### src/rtl/rgmii_rx.sv
// Byte-level RGMII receive path: preamble/SFD detection, MAC/EtherType filter,
// FCS-stripped payload streaming, CRC-32 and length checking with error counters.
module rgmii_rx #(
  parameter logic [47:0] LOCAL_MAC    = 48'h0088_dab8_bf08,
  parameter logic [15:0] ETHERTYPE    = 16'h1919,
  parameter bit          ACCEPT_BCAST = 1'b1,
  parameter int          MAX_PAYLOAD  = 1500
) (
  input  logic        clk125,
  input  logic        rst,
  input  logic        rxdv,
  input  logic        rxer,
  input  logic [7:0]  rxbyte,
  output logic [7:0]  odata,
  output logic        ovalid,
  output logic        done,
  output logic        ok,
  output logic [15:0] crc_err_cnt,
  output logic [15:0] len_err_cnt
);

  typedef enum logic [2:0] {IDLE, PREAMBLE, HEADER, PAYLOAD, DROP} state_t;

  localparam logic [10:0] P_MAX   = 11'(MAX_PAYLOAD + 4);
  localparam logic [10:0] P_MIN   = 11'd50;
  localparam logic [31:0] CRC_RES = 32'hDEBB20E3;

  function automatic logic [31:0] crc_next(input logic [31:0] c, input logic [7:0] b);
    logic [31:0] r;
    r = c;
    for (int i = 0; i < 8; i++)
      r = (r[0] ^ b[i]) ? ((r >> 1) ^ 32'hEDB88320) : (r >> 1);
    return r;
  endfunction

  function automatic logic [15:0] sat_inc16(input logic [15:0] v);
    return (v == 16'hFFFF) ? v : v + 16'd1;
  endfunction

  state_t          state_q, state_d;
  logic [3:0]      hcnt_q, hcnt_d;
  logic            uc_ok_q, uc_ok_d, bc_ok_q, bc_ok_d;
  logic [31:0]     crc_q, crc_d;
  logic [10:0]     pcnt_q, pcnt_d;
  logic [3:0][7:0] dl_q, dl_d;
  logic            rxer_seen_q, rxer_seen_d;
  logic            dv_prev_q, dv_prev_d;
  logic [7:0]      odata_q, odata_d;
  logic            ovalid_q, ovalid_d, done_q, done_d, ok_q, ok_d;
  logic [15:0]     crc_err_q, crc_err_d, len_err_q, len_err_d;

  logic [31:0] crc_nxt;
  logic [10:0] pcnt_inc;
  logic [47:0] mac_sh;
  logic        sfd, uc_hit, bc_hit, crc_pass, len_ok;

  always_comb begin
    state_d     = state_q;
    hcnt_d      = hcnt_q;
    uc_ok_d     = uc_ok_q;
    bc_ok_d     = bc_ok_q;
    crc_d       = crc_q;
    pcnt_d      = pcnt_q;
    dl_d        = dl_q;
    rxer_seen_d = rxer_seen_q;
    dv_prev_d   = rxdv;
    odata_d     = odata_q;
    ovalid_d    = 1'b0;
    done_d      = 1'b0;
    ok_d        = 1'b0;
    crc_err_d   = crc_err_q;
    len_err_d   = len_err_q;
    sfd         = 1'b0;
    uc_hit      = 1'b0;
    bc_hit      = 1'b0;
    crc_pass    = (crc_q == CRC_RES);
    len_ok      = (pcnt_q >= P_MIN) && (pcnt_q <= P_MAX);
    crc_nxt     = crc_next(crc_q, rxbyte);
    pcnt_inc    = (pcnt_q == 11'h7FF) ? pcnt_q : pcnt_q + 11'd1;
    mac_sh      = LOCAL_MAC << {hcnt_q, 3'b000};

    case (state_q)
      IDLE: begin
        // Carrier already up when we got here (only after reset): never resync mid-frame.
        if (rxdv) begin
          if (dv_prev_q)             state_d = DROP;
          else if (rxbyte == 8'h55)  state_d = PREAMBLE;
          else if (rxbyte == 8'hd5)  sfd = 1'b1;
          else                       state_d = DROP;
        end
      end
      PREAMBLE: begin
        if (!rxdv)                  state_d = IDLE;
        else if (rxbyte == 8'hd5)   sfd = 1'b1;
        else if (rxbyte != 8'h55)   state_d = DROP;
      end
      HEADER: begin
        if (!rxdv) begin
          state_d   = IDLE;
          len_err_d = sat_inc16(len_err_q);
        end else begin
          crc_d  = crc_nxt;
          hcnt_d = hcnt_q + 4'd1;
          if (rxer) rxer_seen_d = 1'b1;
          if (hcnt_q < 4'd6) begin
            uc_hit  = uc_ok_q && (rxbyte == mac_sh[47:40]);
            bc_hit  = bc_ok_q && (rxbyte == 8'hff);
            uc_ok_d = uc_hit;
            bc_ok_d = bc_hit;
            if (!uc_hit && !bc_hit) state_d = DROP;
          end else if (hcnt_q == 4'd12 && rxbyte != ETHERTYPE[15:8]) begin
            state_d = DROP;
          end else if (hcnt_q == 4'd13) begin
            if (rxbyte != ETHERTYPE[7:0]) state_d = DROP;
            else begin
              state_d = PAYLOAD;
              pcnt_d  = 11'd0;
            end
          end
        end
      end
      PAYLOAD: begin
        if (rxdv) begin
          crc_d  = crc_nxt;
          pcnt_d = pcnt_inc;
          dl_d   = {dl_q[2:0], rxbyte};
          if (rxer) rxer_seen_d = 1'b1;
          // Oldest byte leaves the delay line only once four newer bytes exist.
          if (pcnt_q >= 11'd4 && pcnt_inc <= P_MAX) begin
            ovalid_d = 1'b1;
            odata_d  = dl_q[3];
          end
        end else begin
          state_d = IDLE;
          done_d  = 1'b1;
          ok_d    = crc_pass && len_ok && !rxer_seen_q;
          if (!crc_pass)                  crc_err_d = sat_inc16(crc_err_q);
          else if (!len_ok || rxer_seen_q) len_err_d = sat_inc16(len_err_q);
        end
      end
      DROP: begin
        if (!rxdv) state_d = IDLE;
      end
      default: state_d = IDLE;
    endcase

    if (sfd) begin
      state_d     = HEADER;
      hcnt_d      = 4'd0;
      uc_ok_d     = 1'b1;
      bc_ok_d     = ACCEPT_BCAST;
      crc_d       = 32'hFFFFFFFF;
      rxer_seen_d = 1'b0;
    end
  end

  always_ff @(posedge clk125) begin
    if (rst) begin
      state_q     <= IDLE;
      hcnt_q      <= 4'd0;
      uc_ok_q     <= 1'b0;
      bc_ok_q     <= 1'b0;
      pcnt_q      <= 11'd0;
      dl_q        <= '0;
      rxer_seen_q <= 1'b0;
      dv_prev_q   <= 1'b1;
      odata_q     <= 8'd0;
      ovalid_q    <= 1'b0;
      done_q      <= 1'b0;
      ok_q        <= 1'b0;
      crc_err_q   <= 16'd0;
      len_err_q   <= 16'd0;
    end else begin
      state_q     <= state_d;
      hcnt_q      <= hcnt_d;
      uc_ok_q     <= uc_ok_d;
      bc_ok_q     <= bc_ok_d;
      pcnt_q      <= pcnt_d;
      dl_q        <= dl_d;
      rxer_seen_q <= rxer_seen_d;
      dv_prev_q   <= dv_prev_d;
      odata_q     <= odata_d;
      ovalid_q    <= ovalid_d;
      done_q      <= done_d;
      ok_q        <= ok_d;
      crc_err_q   <= crc_err_d;
      len_err_q   <= len_err_d;
    end
  end

  // CRC register is always seeded on SFD before it is consulted.
  always_ff @(posedge clk125) begin
    crc_q <= crc_d;
  end

  assign odata       = odata_q;
  assign ovalid      = ovalid_q;
  assign done        = done_q;
  assign ok          = ok_q;
  assign crc_err_cnt = crc_err_q;
  assign len_err_cnt = len_err_q;

endmodule

### config.mk
export PLATFORM = sky130hd
export DESIGN_NAME = rgmii_rx
export DESIGN_NICKNAME = d
export VERILOG_FILES = /design/src/rtl/rgmii_rx.sv
export SDC_FILE = /design/constraint.sdc
export NUM_CORES = 1
export LEC_CHECK = 0
export ABC_CLOCK_PERIOD_IN_PS = 5300
export CORE_MARGIN = 2
export CORE_UTILIZATION = 45
export DETAILED_ROUTE_END_ITERATION = 16
export PLACE_DENSITY = 0.63
export SETUP_SLACK_MARGIN = 0.2
export SKIP_LAST_GASP = 1
export SYNTH_ARGS = -nofsm -noshare
export SYNTH_HDL_FRONTEND = slang
export SYNTH_SLANG_ARGS = --single-unit
### constraint.sdc
create_clock -name clk125 -period 5.3 [get_ports clk125]
set_input_delay 0.795 -clock clk125 [delete_from_list [all_inputs] [get_ports clk125]]
set_output_delay 0.795 -clock clk125 [all_outputs]
set_load 0.01 [all_outputs]
==> results of run 1 <==
where the power goes:
part / internal, µW / switching (µW)
Combinational: 71.3 / 96.8
Clock: 603 / 454
Sequential: 979 / 10.5
cells by family (layout without fill, tap and decap cells):
| family | count (synthesis) | in the layout | synth area share (%) |
|---|---|---|---|
| AND/OR/NAND/NOR | 355 | 355 | 26.4 |
| AO/OA/AOI/OAI | 165 | 165 | 15.5 |
| flip-flops | 129 | 129 | 38.7 |
| XOR/XNOR | 89 | 89 | 12.2 |
| buffers and inverters | 64 | 103 | 3.84 |
| multiplexers | 11 | 11 | 1.69 |
| adder cells (fa/ha/maj) | 9 | 9 | 1.69 |
worst min-delay path, stage by stage, from the launching register on:
cell	delay, ns
dfxtp_1	0.31
nand2_1	0.05
a21oi_1	0.05
layout make-up:
cell class	instances	share of cell area (%)
flip-flops and latches	129	33.1
multi-input cells	629	49.2
repair buffers	59	7.34
clock buffers	18	5.50
clock inverters	14	1.36
inverters	12	0.577
well taps	184	2.95
state kept, by name (all words and copies together) (netlist names):
register and cells:
state_q 3, bc_ok_q 1, ok 1, hcnt_q 4, rxer_seen_q 1, ovalid 1, crc_err_cnt 16, crc_q 32
done 1, dv_prev_q 1, pcnt_q 11, dl_q 32, odata 8, len_err_cnt 16, uc_ok_q 1
stage by stage:
step,setup slack (ns),power (µW),util [%]
after floorplan,2.75,1140,-
after global placement,1.66,1170,50.1
after detailed placement,1.50,1180,50.1
after CTS,1.94,2240,53.7
after global routing,1.55,2300,53.7
final,1.88,2210,53.7
worst min-delay path by stage:
stage | slack [ns] | start | end
after floorplan | 0.43 | dl_q[2] | dl_q[10]
after global placement | 0.44 | dl_q[8] | dl_q[16]
after detailed placement | 0.44 | dl_q[8] | dl_q[16]
after CTS | 0.46 | dl_q[1] | dl_q[1]
after global routing | 0.47 | dl_q[20] | dl_q[28]
final | 0.45 | dl_q[2] | dl_q[10]
cells in the final DEF (no fill, tap or decap), types with 6 or more instances in the layout:
cell type,instances
nand2_1,138
inv_1,12
nor4bb_1,6
nor4_1,12
or4_1,7
a21oi_1,68
inv_6,6
ha_1,9
nor3_1,20
and2_1,7
mux2i_1,9
nor2_1,59
clkbuf_16,17
xnor2_1,58
or3_1,18
o21ai_0,25
a31oi_1,7
nand3_1,30
nand4_1,16
clkdlybuf4s50_1,53
o211ai_1,26
dfxtp_1,129
xor2_1,27
layer usage:
metal / up-vias / GRT usage (%) / share of wire (%)
met5: - / 0 / 0
met4: 0 / 7.11 / 1.7
met3: 21 / 6.16 / 6.0
met2: 170 / 33.8 / 47
met1: 2808 / 27.1 / 46
li1: 2948 / - / -
==> summary.md, run 1 <==
| Metric | Value |
|---|---|
| DR pass1 iterations | `5` |
| Final Slew Violations | `0` |
| Syn Nets | `843` |
| Critical path class | `input pin to flip-flop` |
| Core ar. | `14500 µm²` |
| CP endpoint kind | `flip-flop` |
| Most common cell in the netlist | `nand2_1` |
| Number of remaining DRC errors | `0` |
| Antenna viol nets, final | `0` |
| Final setup fails | `0` |
| Max-cap violations | `0` |
| Reg2reg setup slack | `2.47 ns` |
| First-pass GRT wire length | `27.5 mm` |
| Multi-input gate area | `3840 µm²` |
| Area leader, netlist | `dfxtp_1` |
| FF+latch count, synth | `129` |
| Number of nets in the final layout | `869` |
| Pin count of the biggest net entering global routing | `82` |
| Pwr Density | `284 nW/µm²` |
| Final period util | `64.6%` |
| TritonCTS Buffers | `17` |
| Rel. slew slack | `21.5%` |
| Crit-path max FO | `33` |
| Drt via density | `5.69` |
| RR Endpoint | `len_err_cnt[11]` |
| Unrepaired setup endpoints after global routing | `no` |
| Clock Pin Slew Worst Setup and Hold Paths | `0.06 ns` |
| Crit path largest cell delay | `0.81 ns` |
| Sequential Area | `2580 µm²` |
| VDD IR-drop max | `0.000227 V` |
| Grt ovf | `0` |
| Area Growth Syn to Fin | `16.9%` |
| Worst min path class | `flip-flop to flip-flop` |
| Antenna diodes | `0` |
| Fin Clk Skew | `0.0102 ns` |
| WP data required | `5.64 ns` |
| Area after DPL | `7270 µm²` |
| Cts hold-fix bufs | `0` |
| Syn avg cell area | `8.13 µm²` |
| Slowest CP cell | `nand2_1` |
| Synth top area share | `38.7%` |
| WP buf/inv | `2` |
| Routability cong. | `0.891` |
| GRT Util Overall | `21.0%` |
| Final instance area | `7810 µm²` |
| Ys async rst share | `0%` |
| Layout fillers | `1389` |
| CTS tree | `done` |
| Synth warn | `0` |
| Mapped Area | `6680 µm²` |
| Crit path max-delay family | `simple AND/OR/NAND/NOR gates` |
| Post-route insts no fill | `1045` |
| CTS root buf | `clkbuf_16` |
| Initial Util | `46.0%` |
| Initial DRC count | `547` |
| Worst slew pin tran | `1.17 ns` |
| Leak | `0.00255 µW` |
| WL/cell | `15.4 µm` |
| Resized Gates After CTS | `0` |
| Height of the die | `126 µm` |
| Critical-path cell list | `clkdlybuf4s50_1, or3b_2, nor4_1, nand2_1, inv_1, nor2_1, o22ai_1` |
| Worst r2r src | `state_q[1]` |
| Detailed Route WL | `16.1 mm` |
| Post-DP HPWL | `10.9 mm` |
| Postcts setup bufs | `0` |
| Post-synth EDFFs | `0` |
| Critical path arrival | `3.76 ns` |
| CP Launch Type | `input pin` |
| Post-synth top cells | `nand2_1, dfxtp_1, a21oi_1, nor2_1, xnor2_1` |
| Area contributors post-synth | `dfxtp_1, nand2_1, xnor2_1, a21oi_1, xor2_1` |
| Hold slack final | `0.450 ns` |
| CP endpoint | `state_q[1]` |
| Fmax | `292 MHz` |
| Placed Cells | `1013` |
| WHS Path Cells | `2` |
| Post-route setup TNS | `0 ns` |
| Clock Tree Buf Depth | `2` |
| Row Count | `44` |
| Clk sinks | `129` |
| Number of global-route vias before repair | `5765` |
| Vias | `5947` |
| Critical Path Stages | `7` |
| Critical path origin | `rxdv` |
| Die W | `126 µm` |
| Synth cell types | `65` |
| Antenna violations before repair | `0` |
| H-tree Lvls | `4` |
| Register area share after synthesis | `38.7%` |
| Fraction of final layout cells sized beyond drive strength 1 | `5.81%` |
| Number of I/O pins | `55` |
| Cells after synthesis | `822` |
| Status | `completed` |
| Reg2reg path depth | `5` |
| Top FF cell, synth | `dfxtp_1` |
| Clk Latency, worst-skew pair | `0.42 ns` |
| Die area | `15800 µm²` |
| Min Tclk post-route | `3.42 ns` |
| # port buffers | `54` |
| Hold Vio Cnt, Final | `0` |
No activity file was read; power rests on OpenSTA's default activity.
==> run 2: changes to the inputs <==
--- a/config.mk
+++ b/config.mk
@@ -5,11 +5,11 @@
 export SDC_FILE = /design/constraint.sdc
 export NUM_CORES = 1
 export LEC_CHECK = 0
-export ABC_CLOCK_PERIOD_IN_PS = 5300
+export ABC_CLOCK_PERIOD_IN_PS = 3000
 export CORE_MARGIN = 2
 export CORE_UTILIZATION = 45
 export DETAILED_ROUTE_END_ITERATION = 16
-export PLACE_DENSITY = 0.63
+export PLACE_DENSITY = 0.66
 export SETUP_SLACK_MARGIN = 0.2
 export SKIP_LAST_GASP = 1
 export SYNTH_ARGS = -nofsm -noshare
==> constraint.sdc (replaced) <==
create_clock -name clk125 -period 3 [get_ports clk125]
set_input_delay 0.45 -clock clk125 [delete_from_list [all_inputs] [get_ports clk125]]
set_output_delay 0.45 -clock clk125 [all_outputs]
set_load 0.01 [all_outputs]
==> summary.md, run 2 (synthesized netlist as in run 1, its figures left out) <==
| Metric | Value |
|---|---|
| Status | `completed (unchanged)` |
| Post-DP HPWL | `11.4 mm (was 10.9 mm)` |
| Crit-path max FO | `28 (was 33)` |
| Critical Path Stages | `6 (was 7)` |
| VDD IR-drop max | `0.000381 V (was 0.000227 V)` |
| Crit path largest cell delay | `0.59 ns (was 0.81 ns)` |
| Clock Pin Slew Worst Setup and Hold Paths | `0.06 ns (about the same)` |
| Antenna diodes | `0 (unchanged)` |
| Critical path origin | `crc_q[20] (was rxdv)` |
| Number of I/O pins | `55 (unchanged)` |
| DR pass1 iterations | `5 (unchanged)` |
| Reg2reg setup slack | `0.46 ns (was 2.47 ns)` |
| Hold Vio Cnt, Final | `0 (unchanged)` |
| Fmax | `394 MHz` |
| Core ar. | `14500 µm² (unchanged)` |
| Resized Gates After CTS | `0 (unchanged)` |
| Initial DRC count | `390 (was 547)` |
| Cts hold-fix bufs | `0 (unchanged)` |
| Number of remaining DRC errors | `0 (unchanged)` |
| Worst slew pin tran | `0.746 ns (was 1.17 ns)` |
| CP Launch Type | `flip-flop (was input pin)` |
| Area Growth Syn to Fin | `21.7% (was 16.9%)` |
| Drt via density | `5.66 (was 5.69)` |
| Crit path max-delay family | `simple AND/OR/NAND/NOR gates (unchanged)` |
| Post-route insts no fill | `1072 (was 1045)` |
| Worst min path class | `flip-flop to flip-flop (unchanged)` |
| H-tree Lvls | `4 (unchanged)` |
| First-pass GRT wire length | `27.9 mm (was 27.5 mm)` |
| Max-cap violations | `0 (unchanged)` |
| Layout fillers | `1361 (was 1389)` |
| Antenna violations before repair | `0 (unchanged)` |
| Grt ovf | `0 (unchanged)` |
| Rel. slew slack | `50.2% (was 21.5%)` |
| Fin Clk Skew | `0.00762 ns (was 0.0102 ns)` |
| Pwr Density | `533 nW/µm² (was 284 nW/µm²)` |
| Height of the die | `126 µm (unchanged)` |
| Postcts setup bufs | `0 (unchanged)` |
| Slowest CP cell | `or4_4 (was nand2_1)` |
| Detailed Route WL | `16.2 mm (was 16.1 mm)` |
| # port buffers | `54 (unchanged)` |
| Min Tclk post-route | `2.54 ns` |
| Clk Latency, worst-skew pair | `0.41 ns (was 0.42 ns)` |
| Post-placement setup slack | `0.182 ns (was 1.50 ns)` |
| WP data required | `3.30 ns (was 5.64 ns)` |
| Regs by FF count | `crc_q x32, dl_q x32 (unchanged)` |
| CTS tree | `done (unchanged)` |
| Critical path arrival | `2.84 ns (was 3.76 ns)` |
| Unrepaired setup endpoints after global routing | `no (unchanged)` |
| CP endpoint kind | `flip-flop (unchanged)` |
| Placed Cells | `1040 (was 1013)` |
| Pin count of the biggest net entering global routing | `60 (was 82)` |
| Leak | `0.00273 µW (was 0.00255 µW)` |
| Row Count | `44 (unchanged)` |
| RR Endpoint | `len_err_cnt[10] (was len_err_cnt[11])` |
| Post-route setup TNS | `0 ns (unchanged)` |
| TritonCTS Buffers | `17 (unchanged)` |
| Final period util | `84.6%` |
| Final setup fails | `0 (unchanged)` |
| Critical-path cell list | `nand4b_1, or4_4, o21a_1, a31o_4, nor4b_1, mux2_2 (was clkdlybuf4s50_1, or3b_2, nor4_1, nand2_1, inv_1, nor2_1, o22ai_1)` |
| Initial Util | `46.0% (unchanged)` |
| Commonest cells after routing, fill and taps aside | `nand2_1, dfxtp_1, a21oi_1 (unchanged)` |
| CP endpoint | `len_err_cnt[10] (was state_q[1])` |
| WP buf/inv | `0 (was 2)` |
| Vias | `6069 (was 5947)` |
| Fraction of final layout cells sized beyond drive strength 1 | `8.56% (was 5.81%)` |
| Most common cell after layout, fill and taps aside | `nand2_1 (unchanged)` |
| Antenna viol nets, final | `0 (unchanged)` |
| Final Slew Violations | `0 (unchanged)` |
| GRT Util Overall | `21.2% (was 21.0%)` |
| WL/cell | `15.1 µm (was 15.4 µm)` |
| Number of global-route vias before repair | `5807 (was 5765)` |
| Final setup margin | `0.461 ns (was 1.88 ns)` |
| Die area | `15800 µm² (unchanged)` |
| Critical path class | `flip-flop to flip-flop (was input pin to flip-flop)` |
| CTS root buf | `clkbuf_16 (unchanged)` |
| Routability cong. | `0.892 (was 0.891)` |
| Worst r2r src | `crc_q[20] (was state_q[1])` |
| Number of nets in the final layout | `896 (was 869)` |
| Clk sinks | `129 (unchanged)` |
| Reg2reg path depth | `6 (was 5)` |
| Die W | `126 µm (unchanged)` |
| Clock Tree Buf Depth | `2 (unchanged)` |
## run 2: cell types whose count changed in the layout (fill, tap and decap cells not counted)
cell       change
buf_4         +27
bufinv_16      +5
clkbuf_1       +1
clkbuf_8       +1
clkinv_2       -2
clkinv_4       -2
inv_6          -3
## run 2: where the power goes
part	leakage, µW	internal [µW]	switching, µW	total [µW]
clock	0.000315	1500	766	2270
sequential	0.00104	1730	18.1	1750
combinational	0.00137	144	171	315
## run 2: worst min-delay path by stage
stage               slack [ns]  startpoint  cells after the start        to
global placement          0.44    odata[7]                      2  odata[7]
CTS                       0.45    dl_q[17]                      2  dl_q[17]
finish                    0.45    dl_q[18]                      2  dl_q[26]
global route              0.47     dl_q[8]                      2  dl_q[16]
detailed placement        0.45    dl_q[19]                      2  dl_q[27]
floorplan                 0.43     dl_q[2]                      2  dl_q[10]
## run 2: metrics by stage
stage	cell area (µm²)	total power (µW)	util, %	hold slack, ns
global placement	7480	2090	51.4	0.444
finish	8130	4330	55.9	0.452
floorplan	6680	2010	-	0.432
global route	8130	4490	55.9	0.474
detailed placement	7480	2100	51.4	0.446
CTS	8130	4380	55.9	0.454
## run 2: layout make-up
| class | instances | area (µm²) | area share [%] |
|---|---|---|---|
| timing repair buffer | 86 | 776 | 9.55 |
| inverter | 12 | 45.0 | 0.554 |
| clock inverter | 12 | 203 | 2.49 |
| tap | 184 | 230 | 2.83 |
| sequential | 129 | 2580 | 31.8 |
| multi-input combinational | 629 | 3840 | 47.3 |
| clock buffer | 20 | 447 | 5.50 |
## run 2: worst reg2reg max path: cells and delay by family, from the launching register on
kind / cells / cell delay (ns)
AO/OA/AOI/OAI: 2 / 0.53
multiplexers: 1 / 0.37
AND/OR/NAND/NOR: 3 / 1.13
flip-flops: 1 / 0.39
## run 2: routing by layer
layer | vias to the layer above | global-route usage (%) | wire, µm
met3 | 27 | 5.35 | 892
li1 | 3001 | - | -
met4 | 0 | 7.18 | 286
met2 | 163 | 34.1 | 7560
met1 | 2878 | 27.9 | 7490
met5 | - | 0 | 0
==> RTL change, RTL diff (flow settings as in run 2) <==
Put one more register stage on the output `len_err_cnt`, with the module's reset. The value now appears one clock later. The other outputs are not delayed to match.
--- a/src/rtl/rgmii_rx.sv
+++ b/src/rtl/rgmii_rx.sv
@@ -198,7 +198,13 @@
   assign done        = done_q;
   assign ok          = ok_q;
   assign crc_err_cnt = crc_err_q;
-  assign len_err_cnt = len_err_q;
+  always_ff @(posedge clk125) begin
+    if (rst) begin
+      len_err_cnt <= '0;
+    end else begin
+      len_err_cnt <= len_err_q;
+    end
+  end
 
 endmodule
 
Function: changed (Yosys sat finds a counterexample within 4 cycles, from zero or initial values and one cycle with rst high).
==> RTL change against run 2 <==
Routed wire length fell by 3.9%; sequential cell count rose by 16; synthesized area grew 6.8%; worst hold slack got worse by 2.8 ps; sequential share of layout area up 2.0 points; power is 5.3% higher; final area up 5.9%; setup slack worse by 100 ps; largest power group unchanged.
==> RTL change: results (changes against run 2) <==
Met1 GRT Util -> 0.269 (-0.0103)
Clk_lat worst skew -> 420 ps
Clock Tree Root -> clkbuf_16
Hold Crit Endpoint -> dl_q[30]
First-pass DRT Iterations -> 7 (+2)
Final nets -> 933 (+4.1%)
First-pass GRT wire length -> 26.3 mm (-5.7%)
Worst Clk Skew -> 5.29 ps (-2.33 ps)
Synth Net Count -> 877 (+4.0%)
Area contributors post-synth -> dfxtp_1 41%, xnor2_1 7.9%, nand2_1 7.6%, a21oi_1 4.1%, o211ai_1 3.6%
Final worst slack -> 361 ps (-100 ps)
Post-route insts no fill -> 1,141 (+6.4%)
GR Layer Usage met2 -> 0.294 (-0.0474)
Synth Area in Compound Gates -> 0.142 (-0.0133)
Register area share after synthesis -> 0.407 (+0.0204)
CP top delay family -> compound AO/OA/AOI/OAI gates
Placed instance area -> 7990 sq um (+6.8%)
Peak supply drop -> 0.466 mV (+22%)
Mapped Cells -> 856 (+4.1%)
Leakage -> 2.87 nW (+5.4%)
Layout cell share with drive strength beyond 1 -> 0.0973 (+0.0117)
Worst hold margin -> 450 ps (-2.81 ps)
DPL Wire Length -> 10.9 mm (-4.3%)
Slowest CP cell -> or4_1
Critical-path maximum fanout -> 8 (-71%)
Status -> finished, final reports clean
WP data arrival -> 2990 ps (+150 ps)
Post-Synth XOR/XNOR Area -> 0.116 (-0.00563)
Pre-CTS setup slack -> 178 ps (-3.85 ps)
Largest net degree at the start of global routing -> 67 (+12%)
Internal Power -> 3.48 mW (+3.2%)
First-iteration detailed-routing DRC count -> 397 (+1.8%)
Largest stage delay, worst path -> 440 ps (-150 ps)
Routability Congestion -> 0.867 (-2.8%)
Crit path to -> len_err_q[13]
Met3 Track Usage GR -> 0.0357 (-0.0179)
Vias in the first global route -> 5,424 (-6.6%)
Reg area -> 2910 sq um (+13%)
Worst Min Path Start -> dl_q[22]
Worst Hold Class -> reg -> reg
DR vias -> 6,007 (-1.0%)
Post-synthesis mux area share -> 0.0342 (+0.0174)
Distinct cells, synth -> 63 (-3.1%)
# resized after CTS -> 1 (+1)
Leading cell types by count after synthesis -> 145 x dfxtp_1, 145 x nand2_1, 64 x xnor2_1
Reg2Reg Depth -> 9 (+3)
GRT Total Usage -> 0.194 (-0.0183)
Antenna violations before repair -> 0 (unchanged)
==> RTL change: cell types whose count changed in the layout (fill, tap and decap cells not counted), sizes merged, moves of 10 or more <==
cell   change
nor2b     +16
o21ai     -10
dfxtp     +16
or3       -13
a21oi     -11
==> RTL change: power groups by stage <==
stage | sequential, mW | combinational, mW | clock (mW)
3_5_place_dp | 2.02 | 0.434 | 0
5_1_grt | 1.98 | 0.478 | 2.28
6_report | 1.98 | 0.433 | 2.15
4_1_cts | 1.98 | 0.437 | 2.18
3_3_place_gp | 2.02 | 0.432 | 0
2_1_floorplan | 2.01 | 0.318 | 0
==> RTL change: layout make-up <==
class	count	area share
Sequential cell	145	0.338
Clock buffer	19	0.0515
Tap cell	216	0.0314
Clock inverter	13	0.0186
Inverter	17	0.00741
Multi-Input combinational cell	644	0.462
Timing Repair Buffer	87	0.0913
==> RTL change: metal layers <==
layer	up-vias	share of wire
li1	3095	-
met2	132	0.44
met4	0	0.019
met5	-	0
met1	2758	0.50
met3	22	0.040
